`config.mk`:
```
export PLATFORM = sky130hd
export DESIGN_NAME = mips_run_ctrl
export DESIGN_NICKNAME = d
export VERILOG_FILES = /design/src/rtl/mips_run_pkg.sv /design/src/rtl/mips_bp_match.sv /design/src/rtl/mips_run_ctrl.sv
export SDC_FILE = /design/constraint.sdc
export NUM_CORES = 1
export LEC_CHECK = 0
export CORE_UTILIZATION = 38
export CTS_CLUSTER_SIZE = 40
export DETAILED_ROUTE_END_ITERATION = 6
export PLACE_DENSITY = 0.82
export SLEW_MARGIN = 30
export SYNTH_ARGS = -nofsm -noshare
export SYNTH_HDL_FRONTEND = slang
export SYNTH_SLANG_ARGS = --single-unit
```
`constraint.sdc`:
```
create_clock -name clk -period 3.4 [get_ports clk]
set_input_delay 1.02 -clock clk [delete_from_list [all_inputs] [get_ports clk]]
set_output_delay 1.02 -clock clk [all_outputs]
set_load 0.05 [all_outputs]
```
`src/rtl/mips_run_pkg.sv`:
```
// Shared definitions for the MIPS run controller: FSM state encoding and
// stop-cause codes.
package mips_run_pkg;

  typedef enum logic [1:0] {
    ST_IDLE  = 2'd0,
    ST_RESET = 2'd1,
    ST_RUN   = 2'd2,
    ST_DONE  = 2'd3
  } run_state_e;

  localparam logic [1:0] STOP_NONE  = 2'd0;
  localparam logic [1:0] STOP_BP    = 2'd1;
  localparam logic [1:0] STOP_LIMIT = 2'd2;
  localparam logic [1:0] STOP_ABORT = 2'd3;

endpackage

```
`src/rtl/mips_bp_match.sv`:
```
// PC breakpoint comparators with a lowest-index-wins priority encoder.
module mips_bp_match #(
  parameter int PC_W   = 32,
  parameter int NUM_BP = 2
) (
  input  logic [NUM_BP-1:0]      bp_en,
  input  logic [NUM_BP*PC_W-1:0] bp_addr,
  input  logic [PC_W-1:0]        pc,
  output logic                   hit,
  output logic [2:0]             idx
);

  // Scanning from the top down lets the lowest matching index overwrite.
  always_comb begin
    hit = 1'b0;
    idx = 3'd0;
    for (int i = NUM_BP - 1; i >= 0; i--) begin
      if (bp_en[i] && (bp_addr[i*PC_W +: PC_W] == pc)) begin
        hit = 1'b1;
        idx = 3'(i);
      end
    end
  end

endmodule

```
`src/rtl/mips_run_ctrl.sv`:
```
// Run controller for a MIPS core: holds the core in reset, clocks it via an
// enable, and stops it on a breakpoint, a cycle limit or an abort.
//
//   state    | meaning
//   ---------+-----------------------------------------------------------
//   ST_IDLE  | out of reset, core held in reset until a run starts
//   ST_RESET | core_rst asserted for RST_CYC cycles, run status cleared
//   ST_RUN   | core enabled until a stop condition is seen
//   ST_DONE  | core frozen, stop_cause/hit_idx/cycle_count valid
module mips_run_ctrl
  import mips_run_pkg::*;
#(
  parameter int PC_W    = 32,
  parameter int CNT_W   = 16,
  parameter int NUM_BP  = 2,
  parameter int RST_CYC = 1
) (
  input  logic                   clk,
  input  logic                   rst_n,
  input  logic                   start,
  input  logic                   abort,
  input  logic [CNT_W-1:0]       cycle_limit,
  input  logic [NUM_BP-1:0]      bp_en,
  input  logic [NUM_BP*PC_W-1:0] bp_addr,
  input  logic [PC_W-1:0]        pc_current,
  output logic                   core_rst,
  output logic                   core_run,
  output logic                   busy,
  output logic                   done,
  output logic [1:0]             stop_cause,
  output logic [2:0]             hit_idx,
  output logic [CNT_W-1:0]       cycle_count
);

  localparam int RW = (RST_CYC > 1) ? $clog2(RST_CYC) : 1;

  run_state_e       r_state;
  logic [RW-1:0]    r_rst_cnt;
  logic [CNT_W-1:0] r_cycle_count;
  logic [1:0]       r_stop_cause;
  logic [2:0]       r_hit_idx;
  logic             r_core_rst;
  logic             r_busy;
  logic             r_done;

  logic             w_bp_hit;
  logic [2:0]       w_bp_idx;
  logic             w_lim_hit;
  logic             w_stop_now;
  logic             w_run;

  mips_bp_match #(
    .PC_W   (PC_W),
    .NUM_BP (NUM_BP)
  ) u_bp_match (
    .bp_en   (bp_en),
    .bp_addr (bp_addr),
    .pc      (pc_current),
    .hit     (w_bp_hit),
    .idx     (w_bp_idx)
  );

  assign w_lim_hit  = (cycle_limit != '0) && (r_cycle_count == cycle_limit);
  assign w_stop_now = w_bp_hit | w_lim_hit | abort;
  // Combinational so the core never takes the edge on which it must stop.
  assign w_run      = (r_state == ST_RUN) && !w_stop_now;

  always_ff @(posedge clk or negedge rst_n) begin
    if (!rst_n) begin
      r_state       <= ST_IDLE;
      r_rst_cnt     <= '0;
      r_cycle_count <= '0;
      r_stop_cause  <= STOP_NONE;
      r_hit_idx     <= '0;
      r_core_rst    <= 1'b1;
      r_busy        <= 1'b0;
      r_done        <= 1'b0;
    end else begin
      case (r_state)
        ST_IDLE, ST_DONE: begin
          if (start) begin
            r_state       <= ST_RESET;
            r_rst_cnt     <= RW'(RST_CYC - 1);
            r_cycle_count <= '0;
            r_stop_cause  <= STOP_NONE;
            r_hit_idx     <= '0;
            r_core_rst    <= 1'b1;
            r_busy        <= 1'b1;
            r_done        <= 1'b0;
          end
        end
        ST_RESET: begin
          if (abort) begin
            r_state      <= ST_DONE;
            r_stop_cause <= STOP_ABORT;
            r_core_rst   <= 1'b0;
            r_busy       <= 1'b0;
            r_done       <= 1'b1;
          end else if (r_rst_cnt == '0) begin
            r_state    <= ST_RUN;
            r_core_rst <= 1'b0;
          end else begin
            r_rst_cnt <= r_rst_cnt - RW'(1);
          end
        end
        ST_RUN: begin
          if (w_run && (r_cycle_count != '1))
            r_cycle_count <= r_cycle_count + CNT_W'(1);
          if (w_stop_now) begin
            r_state <= ST_DONE;
            r_busy  <= 1'b0;
            r_done  <= 1'b1;
            if (w_bp_hit) begin
              r_stop_cause <= STOP_BP;
              r_hit_idx    <= w_bp_idx;
            end else if (w_lim_hit) begin
              r_stop_cause <= STOP_LIMIT;
            end else begin
              r_stop_cause <= STOP_ABORT;
            end
          end
        end
        default: r_state <= ST_IDLE;
      endcase
    end
  end

  assign core_rst    = r_core_rst;
  assign core_run    = w_run;
  assign busy        = r_busy;
  assign done        = r_done;
  assign stop_cause  = r_stop_cause;
  assign hit_idx     = r_hit_idx;
  assign cycle_count = r_cycle_count;

endmodule
```
==> results of run 1 <==
## path summary, 6_finish.rpt
check / slack [ns] / cells past startpoint / to / start
min reg2reg: 0.50 / 2 / core_rst$_DFFE_PN1P_ / core_rst$_DFFE_PN1P_
max: -0.17 / 8 / core_run / bp_addr[5]
min in group asynchronous: 1.10 / 2 / cycle_count[0]$_DFFE_PN0P_ / rst_n
max in group asynchronous: 2.00 / 2 / core_rst$_DFFE_PN1P_ / rst_n
min: 0.50 / 2 / core_rst$_DFFE_PN1P_ / core_rst$_DFFE_PN1P_
max reg2reg: 0.84 / 9 / cycle_count[8]$_DFFE_PN0P_ / cycle_count[0]$_DFFE_PN0P_
## sequential cells by signal, summed over array words and instances, names as in the netlist
name and cells:
core_rst 1, busy 1, cycle_count 16, r_state 2
stop_cause 2, hit_idx 1, done 1
## cells by family (layout without fill, tap and decap cells)
logic type | after synthesis | count (layout) | synth area share (%)
simple gates | 101 | 101 | 24.05
other cells | 1 | 4 | 0.1577
fa+ha+maj | 3 | 3 | 1.579
compound gates | 47 | 47 | 14.95
buf+inv | 17 | 192 | 4.473
xor+xnor | 80 | 80 | 29.47
flops | 24 | 24 | 25.32
## power by group through the flow
stage,clock network (W),registers (W),logic [W]
final,0.000204,0.000427,0.00111
after global routing,0.000220,0.000437,0.00118
after CTS,0.000205,0.000426,0.00109
after detailed placement,0,0.000432,0.00110
after global placement,0,0.000431,0.00108
after floorplan,0,0.000603,0.000524
## per-stage QoR
step / power [W] / cells / hold WS, ns / cell area, µm² / worst slack [ns]
floorplan: 0.001126 / 274 / 0.5423 / 2381 / 0.08196
global placement: 0.001514 / 518 / 0.4793 / 4083 / -0.5322
CTS: 0.001723 / 524 / 0.4987 / 4134 / -0.1926
global route: 0.001839 / 526 / 0.5245 / 4164 / -0.2062
finish: 0.001743 / 526 / 0.4957 / 4164 / -0.1690
detailed placement: 0.001533 / 518 / 0.4822 / 4083 / -0.6146
## routing by layer
| layer | vias to the layer above | global-route usage, % | wire length [µm] |
|---|---|---|---|
| met5 | - | 0 | 0 |
| met4 | 0 | 9.643 | 236 |
| met3 | 22 | 5.281 | 690 |
| met2 | 163 | 50.76 | 4729 |
| met1 | 1295 | 27.39 | 3015 |
| li1 | 1328 | - | - |
## placed cells by master, fill, tap and decap left out, types with 7 or more instances in the layout
| cell | synthesis | layout |
|---|---|---|
| xor2_1 | 58 | 51 |
| dlygate4sd2_1 | 0 | 45 |
| buf_4 | 2 | 39 |
| clkdlybuf4s50_1 | 0 | 34 |
| nand2_1 | 24 | 24 |
| dfrtp_1 | 23 | 23 |
| clkdlybuf4s15_1 | 0 | 23 |
| xnor2_1 | 22 | 22 |
| clkbuf_2 | 0 | 21 |
| nor4_2 | 0 | 10 |
| nand4_1 | 10 | 10 |
| nand3_1 | 10 | 9 |
| and3_1 | 9 | 9 |
| o22a_1 | 9 | 9 |
| nor4_1 | 19 | 8 |
| inv_1 | 7 | 7 |
| xor2_2 | 0 | 7 |
| nor2_1 | 7 | 7 |
| nor3_1 | 9 | 7 |
| a21oi_1 | 7 | 7 |
## cell type report
class,instances,area [µm²]
sequential,24,601.8
antenna,2,5.005
tap,75,93.84
multi-input combinational,233,1818
fill,482,1827
timing repair buffer,180,1558
inverter,8,32.53
clock buffer,4,55.05
## worst max-delay path: cells and delay by family
family | cells | cell delay, ns
xor gates and xnor gates | 1 | 0.16
buffers and inverters | 3 | 0.36
and+or+nand+nor | 4 | 1.00
## repair_timing
action	in CTS	in global routing
endpoints found under the setup margin	1	1
resized for setup	158	70
setup buffers	2	0
hold buffers	0	0
pin swaps	40	35
==> key figures, run 1 <==
Pwr
  • Net Sw Frac: 47.95%
  • Internal Pwr Total: 0.0009071 W
  • Reg power frac: 24.5%
  • Logic gate share of total power: 63.8%
  • PwrDens: around 420 nW/µm²
  • Static Leakage: roughly 1.9 nW
  • VDD IR max: 393.5 µV
  • Total net switching power: 0.0008355 W
  • Clk network pwr share: about an eighth

Yosys
  • Most common cell in the netlist: xor2_1
  • Cell count after synthesis: 273
  • Synth top area share: 24.21%
  • Mapped Area: 2377 µm²
  • Post-synth ARST share: 100.0%
  • #FFs+latches synth: 24
  • YS warnings: 0
  • Most instantiated cells after synthesis: 58 x xor2_1, 24 x nand2_1, 23 x dfrtp_1
  • Avg Synthesized Cell Area: 8.708 µm²
  • Register area share after synthesis: 25.32%
  • Synth cell types: 53
  • Number of synthesized flops with an enable pin: 0
  • Area leader, netlist: dfrtp_1
  • Dominant synthesized flop cell: dfrtp_1
  • Largest cells by area after synthesis: dfrtp_1 24%, xor2_1 21%, xnor2_1 8.1%

Floorplanning
  • Initial core utilization: between 30% and 40%
  • Placement Rows: 28
  • Core ar.: 5991 µm²
  • Boundary Pins: 143
  • Die height: 81.10 µm
  • DIE WIDTH: 81.10 µm
  • Die area: 6576 µm²

Outcome
  • Failing checks: negative setup slack
  • Status: finished with violations

Worst setup path
  • Critical Path Start Type: primary input
  • Worst-path fanout max: 2
  • CP Capture Type: output pin
  • Max stage delay cell, worst path: or3_4
  • Worst Path Required: about 2.4 ns
  • Crit path cell chain: clkdlybuf4s15_1 -> xor2_1 -> nor4_2 -> nand4_1 -> or3_4 -> nand3b_4 -> inv_4 -> buf_8
  • Setup CP Type: in -> out
  • CP peak stage delay: 0.43 ns
  • Critical path arrival: 2.55 ns

Cells and area
  • P&R area growth vs syn: 75.16%
  • Layout Nets: 571
  • Final core occ: 69.51%
  • Layout cells sized above 1: 24.28%

STA
  • RSZ-0062 raised after global routing: true
  • Worst Max-Slew Pin Slew: 0.5114 ns
  • Final TNS setup: -0.1690 ns
  • Fmax: roughly 280 MHz
  • Pins over their slew limit: 0
  • Final hold violations: 0
  • Final worst slack: -0.1690 ns
  • Part of the cycle the worst path needs: 105.0%
  • Final Skew: between 0.002 and 0.003 ns
  • Tmin final: 3.569 ns
  • Worst slew margin: roughly two thirds
  • Final setup violation count: 1

CTS
  • CTS max path bufs: 2
  • Clock sinks: 24
  • CTS clock-pin slew for the worst setup and hold paths: 0.09 ns
  • TritonCTS clock tree: yes
  • TritonCTS buffer count: 3
  • H-tree depth: 1
  • Worst-Skew Late Latency: 0.27 ns
  • Root buffer cell: clkbuf_8

Run
  • Max Cap Viol: 0

Route
  • Initial DRT Pass Iterations: 5
  • DR iter-0 viols: 261
  • Drt wl/cell: 16.49 µm
  • DR vias: 2,808
  • DR DRC count: 0
  • ANT nets after route: 0
  • DRT Wirelength: 8672 µm
  • Vias per cell: 5.338

Global route
  • Total GRT Usage: 26.18%
  • Grt total ovfl: 0
  • Largest net degree at the start of global routing: 25
  • First-pass GRT wire length: 13,020 µm
  • Vias in the first global route: 2,811
  • Initial antenna violation count: 2

Placed design
  • DP HPWL: 6868 µm
  • Port Buffers: between 100 and 150
  • Placer Congestion: 0.8409

Hold path
  • Worst hold path class: reg -> reg
(Power assumes the default switching activity.)
==> run 2: changes to the inputs <==
--- a/config.mk
+++ b/config.mk
@@ -6,8 +6,9 @@
 export NUM_CORES = 1
 export LEC_CHECK = 0
-export CORE_UTILIZATION = 38
+export ABC_AREA = 1
+export CORE_UTILIZATION = 45
 export CTS_CLUSTER_SIZE = 40
 export DETAILED_ROUTE_END_ITERATION = 6
-export PLACE_DENSITY = 0.82
+export PLACE_DENSITY = 0.88
 export SLEW_MARGIN = 30
 export SYNTH_ARGS = -nofsm -noshare
==> constraint.sdc (replaced) <==
create_clock -name clk -period 4.3 [get_ports clk]
set_input_delay 1.29 -clock clk [delete_from_list [all_inputs] [get_ports clk]]
set_output_delay 1.29 -clock clk [all_outputs]
set_load 0.02 [all_outputs]
==> key figures, run 2 <==
Yosys
  • Synth cell types: 36 (-32%)
  • Most instantiated cells after synthesis: 179 x nand2_1, 70 x inv_1, 65 x nor2_1
  • Cell count after synthesis: 508 (+86%)
  • #FFs+latches synth: 24 (unchanged)
  • Avg Synthesized Cell Area: 5.680 µm² (-35%)
  • YS warnings: 0 (unchanged)
  • Largest cells by area after synthesis: nand2_1 23%, dfrtp_1 20%, inv_1 9.1%
  • Number of synthesized flops with an enable pin: 0 (unchanged)
  • Register area share after synthesis: 20.86% (-4.5 points)
  • Area leader, netlist: nand2_1
  • Synth top area share: 23.29% (-0.92 points)
  • Mapped Area: 2885 µm² (+21%)
  • Post-synth ARST share: 100.0% (unchanged)
  • Most common cell in the netlist: nand2_1
  • Dominant synthesized flop cell: dfrtp_1

Floorplanning
  • Placement Rows: 28 (unchanged)
  • Initial core utilization: 47.61% (+7.9 points)
  • Boundary Pins: 143 (unchanged)
  • Die area: 6736 µm² (+2.4%)
  • Core ar.: 6061 µm² (+1.2%)
  • DIE WIDTH: 82.08 µm (+1.2%)
  • Die height: 82.08 µm (+1.2%)

Worst setup path
  • CP Capture Type: output pin
  • Buf/Inv on CP: 4 (+1)
  • Max stage delay cell, worst path: clkdlybuf4s50_1
  • Worst Path Required: 3.01 ns (+0.63 ns)
  • Setup CP Type: in -> out
  • Critical Path Start Type: primary input
  • Delay-heaviest family, CP: simple AND/OR/NAND/NOR gates
  • Critical path arrival: 3.01 ns (+0.46 ns)
  • Crit path cell chain: clkdlybuf4s50_1 -> inv_1 -> nand2_1 -> nand4_1 -> nor2_1 -> nand2_1 -> nor2_2 -> nand2_1 -> nor2_2 -> nor2_2 -> nand2_2 -> inv_2 -> buf_4
  • Worst-path fanout max: 2 (unchanged)
  • CP peak stage delay: 0.48 ns (+0.05 ns)

CTS
  • CTS max path bufs: 2 (unchanged)
  • Clock sinks: 24 (unchanged)
  • CTS clock-pin slew for the worst setup and hold paths: 0.10 ns (about the same)
  • Hold Buf Count CTS: 0 (unchanged)
  • Root buffer cell: clkbuf_8
  • TritonCTS clock tree: yes
  • H-tree depth: 1 (unchanged)
  • TritonCTS buffer count: 3 (unchanged)
  • Worst-Skew Late Latency: 0.28 ns (about the same)

Placed design
  • DP HPWL: 7724 µm (+12%)
  • Pre-CTS setup slack: -0.4428 ns (+0.1718 ns)
  • Port Buffers: 140 (unchanged)
  • Placer Congestion: 0.9519 (+13%)
  • Placed Area: 4414 µm² (+8.1%)

Route
  • DR vias: 3,736 (+33%)
  • DR DRC count: 0 (unchanged)
  • DR iter-0 viols: 271 (+3.8%)
  • ANT nets after route: 0 (unchanged)
  • Met3 routed WL: 751 µm (+8.8%)
  • DRT Wirelength: 9584 µm (+11%)
  • Met2 Wirelength: 4750 µm (+0.44%)
  • Uppermost routed layer: met4
  • Metal-1 WL: 3793 µm (+26%)
  • Vias per cell: 5.090 (-4.7%)
  • Initial DRT Pass Iterations: 5 (unchanged)
  • Drt wl/cell: 13.06 µm (-21%)

Pwr
  • VDD IR max: 453.3 µV (+15%)
  • PwrDens: 279.0 nW/µm² (-33%)
  • Static Leakage: 2.288 nW (+23%)

Global route
  • Largest net degree at the start of global routing: 25 (unchanged)
  • Total GRT Usage: 28.14% (+2.0 points)
  • Vias in the first global route: 3,426 (+22%)
  • Initial antenna violation count: 0 (-2)
  • First-pass GRT wire length: 14,720 µm (+13%)
  • Grt total ovfl: 0 (unchanged)

STA
  • Final Skew: 0.004696 ns (+0.002123 ns)
  • Final worst slack: 0.003996 ns (+0.1729 ns)
  • Worst Max-Slew Pin Slew: 0.5745 ns (+0.06316 ns)
  • Worst slew margin: 61.46% (-4.3 points)
  • Tmin final: 4.296 ns
  • Pins over their slew limit: 0 (unchanged)
  • Fmax: between 200 and 250 MHz
  • Part of the cycle the worst path needs: ~100%
  • Final hold violations: 0 (unchanged)
  • Final setup violation count: 0 (-1)

Cells and area
  • P&R area growth vs syn: 57.94%
  • Design area: 4557 µm² (+9.4%)
  • Most common cell after layout, fill and taps aside: nand2_1
  • Layout cells sized above 1: 8.498% (-16 points)
  • Max FFs per register: 16 (unchanged)
  • Ant. Diodes: 0 (-2)
  • Most frequent cells in the layout: 178 x nand2_1, 123 x clkdlybuf4s50_1, 66 x inv_1, 58 x nor2_1, 33 x nand3_1
  • Layout Nets: 781 (+37%)

Outcome
  • Status: completed

Hold path
  • Worst hold path class: reg -> reg

Run
  • Max Cap Viol: 0 (unchanged)
run 2: cell count changes after synthesis, sizes merged, moves of 10 or more:
| cell | change |
|---|---|
| nand3 | +23 |
| o22a | -10 |
| nor2 | +62 |
| nor4 | -18 |
| inv | +75 |
| o21ai | +12 |
| xor2 | -40 |
| nand2 | +158 |
run 2: report_power, final:
part	switching, W	internal, W	total [W]
logic	0.000459	0.000305	0.000764
registers	0.0000296	0.000270	0.000300
clock network	0.0000826	0.000125	0.000207
run 2: metal layers:
metal,global-route usage (%),vias to the layer above
met5,0,-
met4,9.825,0
met3,3.444,30
met2,51.40,190
met1,33.47,1661
li1,-,1855
run 2: final timing paths:
| path | startpoint | endpoint | slack (ns) | depth (start not counted) |
|---|---|---|---|---|
| worst max-delay path | bp_addr[59] | core_run | 0.004 | 13 |
| worst min-delay path | stop_cause[0]$_DFFE_PN0P_ | stop_cause[0]$_DFFE_PN0P_ | 0.51 | 2 |
| worst max register to register | r_state[1]$_DFFE_PN0P_ | busy$_DFFE_PN0P_ | 1.87 | 7 |
| worst min register to register | stop_cause[0]$_DFFE_PN0P_ | stop_cause[0]$_DFFE_PN0P_ | 0.51 | 2 |
| max in group asynchronous | rst_n | core_rst$_DFFE_PN1P_ | 2.93 | 1 |
| min in group asynchronous | rst_n | cycle_count[15]$_DFFE_PN0P_ | 0.99 | 1 |
run 2: layout make-up:
class / count / area, µm²
Multi-Input combinational cell: 393 / 1946
Timing Repair Buffer: 153 / 1525
Fill cell: 477 / 1504
Sequential cell: 24 / 601.8
Inverter: 85 / 319.1
Tap cell: 75 / 93.84
Clock buffer: 3 / 41.29
Clock inverter: 1 / 30.03
run 2: kinds of logic after synthesis:
| logic type | after synthesis | synth area share [%] |
|---|---|---|
| compound gates | 24 | 4.423 |
| buf+inv | 92 | 12.71 |
| other cells | 1 | 0.1300 |
| fa+ha+maj | 3 | 1.301 |
| xor+xnor | 43 | 13.05 |
| flops | 24 | 20.86 |
| simple gates | 321 | 47.53 |
run 2: through the flow:
step / hold WS (ns) / total power (W) / utilization, % / TNS, ns / cells
floorplan: 0.4782 / 0.0007751 / - / 0 / 509
global placement: 0.4812 / 0.001027 / 72.91 / -0.3166 / 728
detailed placement: 0.4815 / 0.001053 / 72.83 / -0.4428 / 728
CTS: 0.5134 / 0.001258 / 74.07 / 0 / 732
global route: 0.5448 / 0.001365 / 75.19 / -0.06753 / 734
finish: 0.5074 / 0.001271 / 75.19 / 0 / 734
run 2: tightest hold or removal path, delay by kind of cell, from the launching register on:
kind / cells / cell delay [ns]
flops: 1 / 0.37
simple gates: 2 / 0.12
run 2: repair_timing:
action	4_1_cts	5_1_grt
resized for setup	9	24
setup endpoints to repair	1	1
endpoints found under the hold margin	0	0
pin swaps	2	11
buffers inserted	0	2
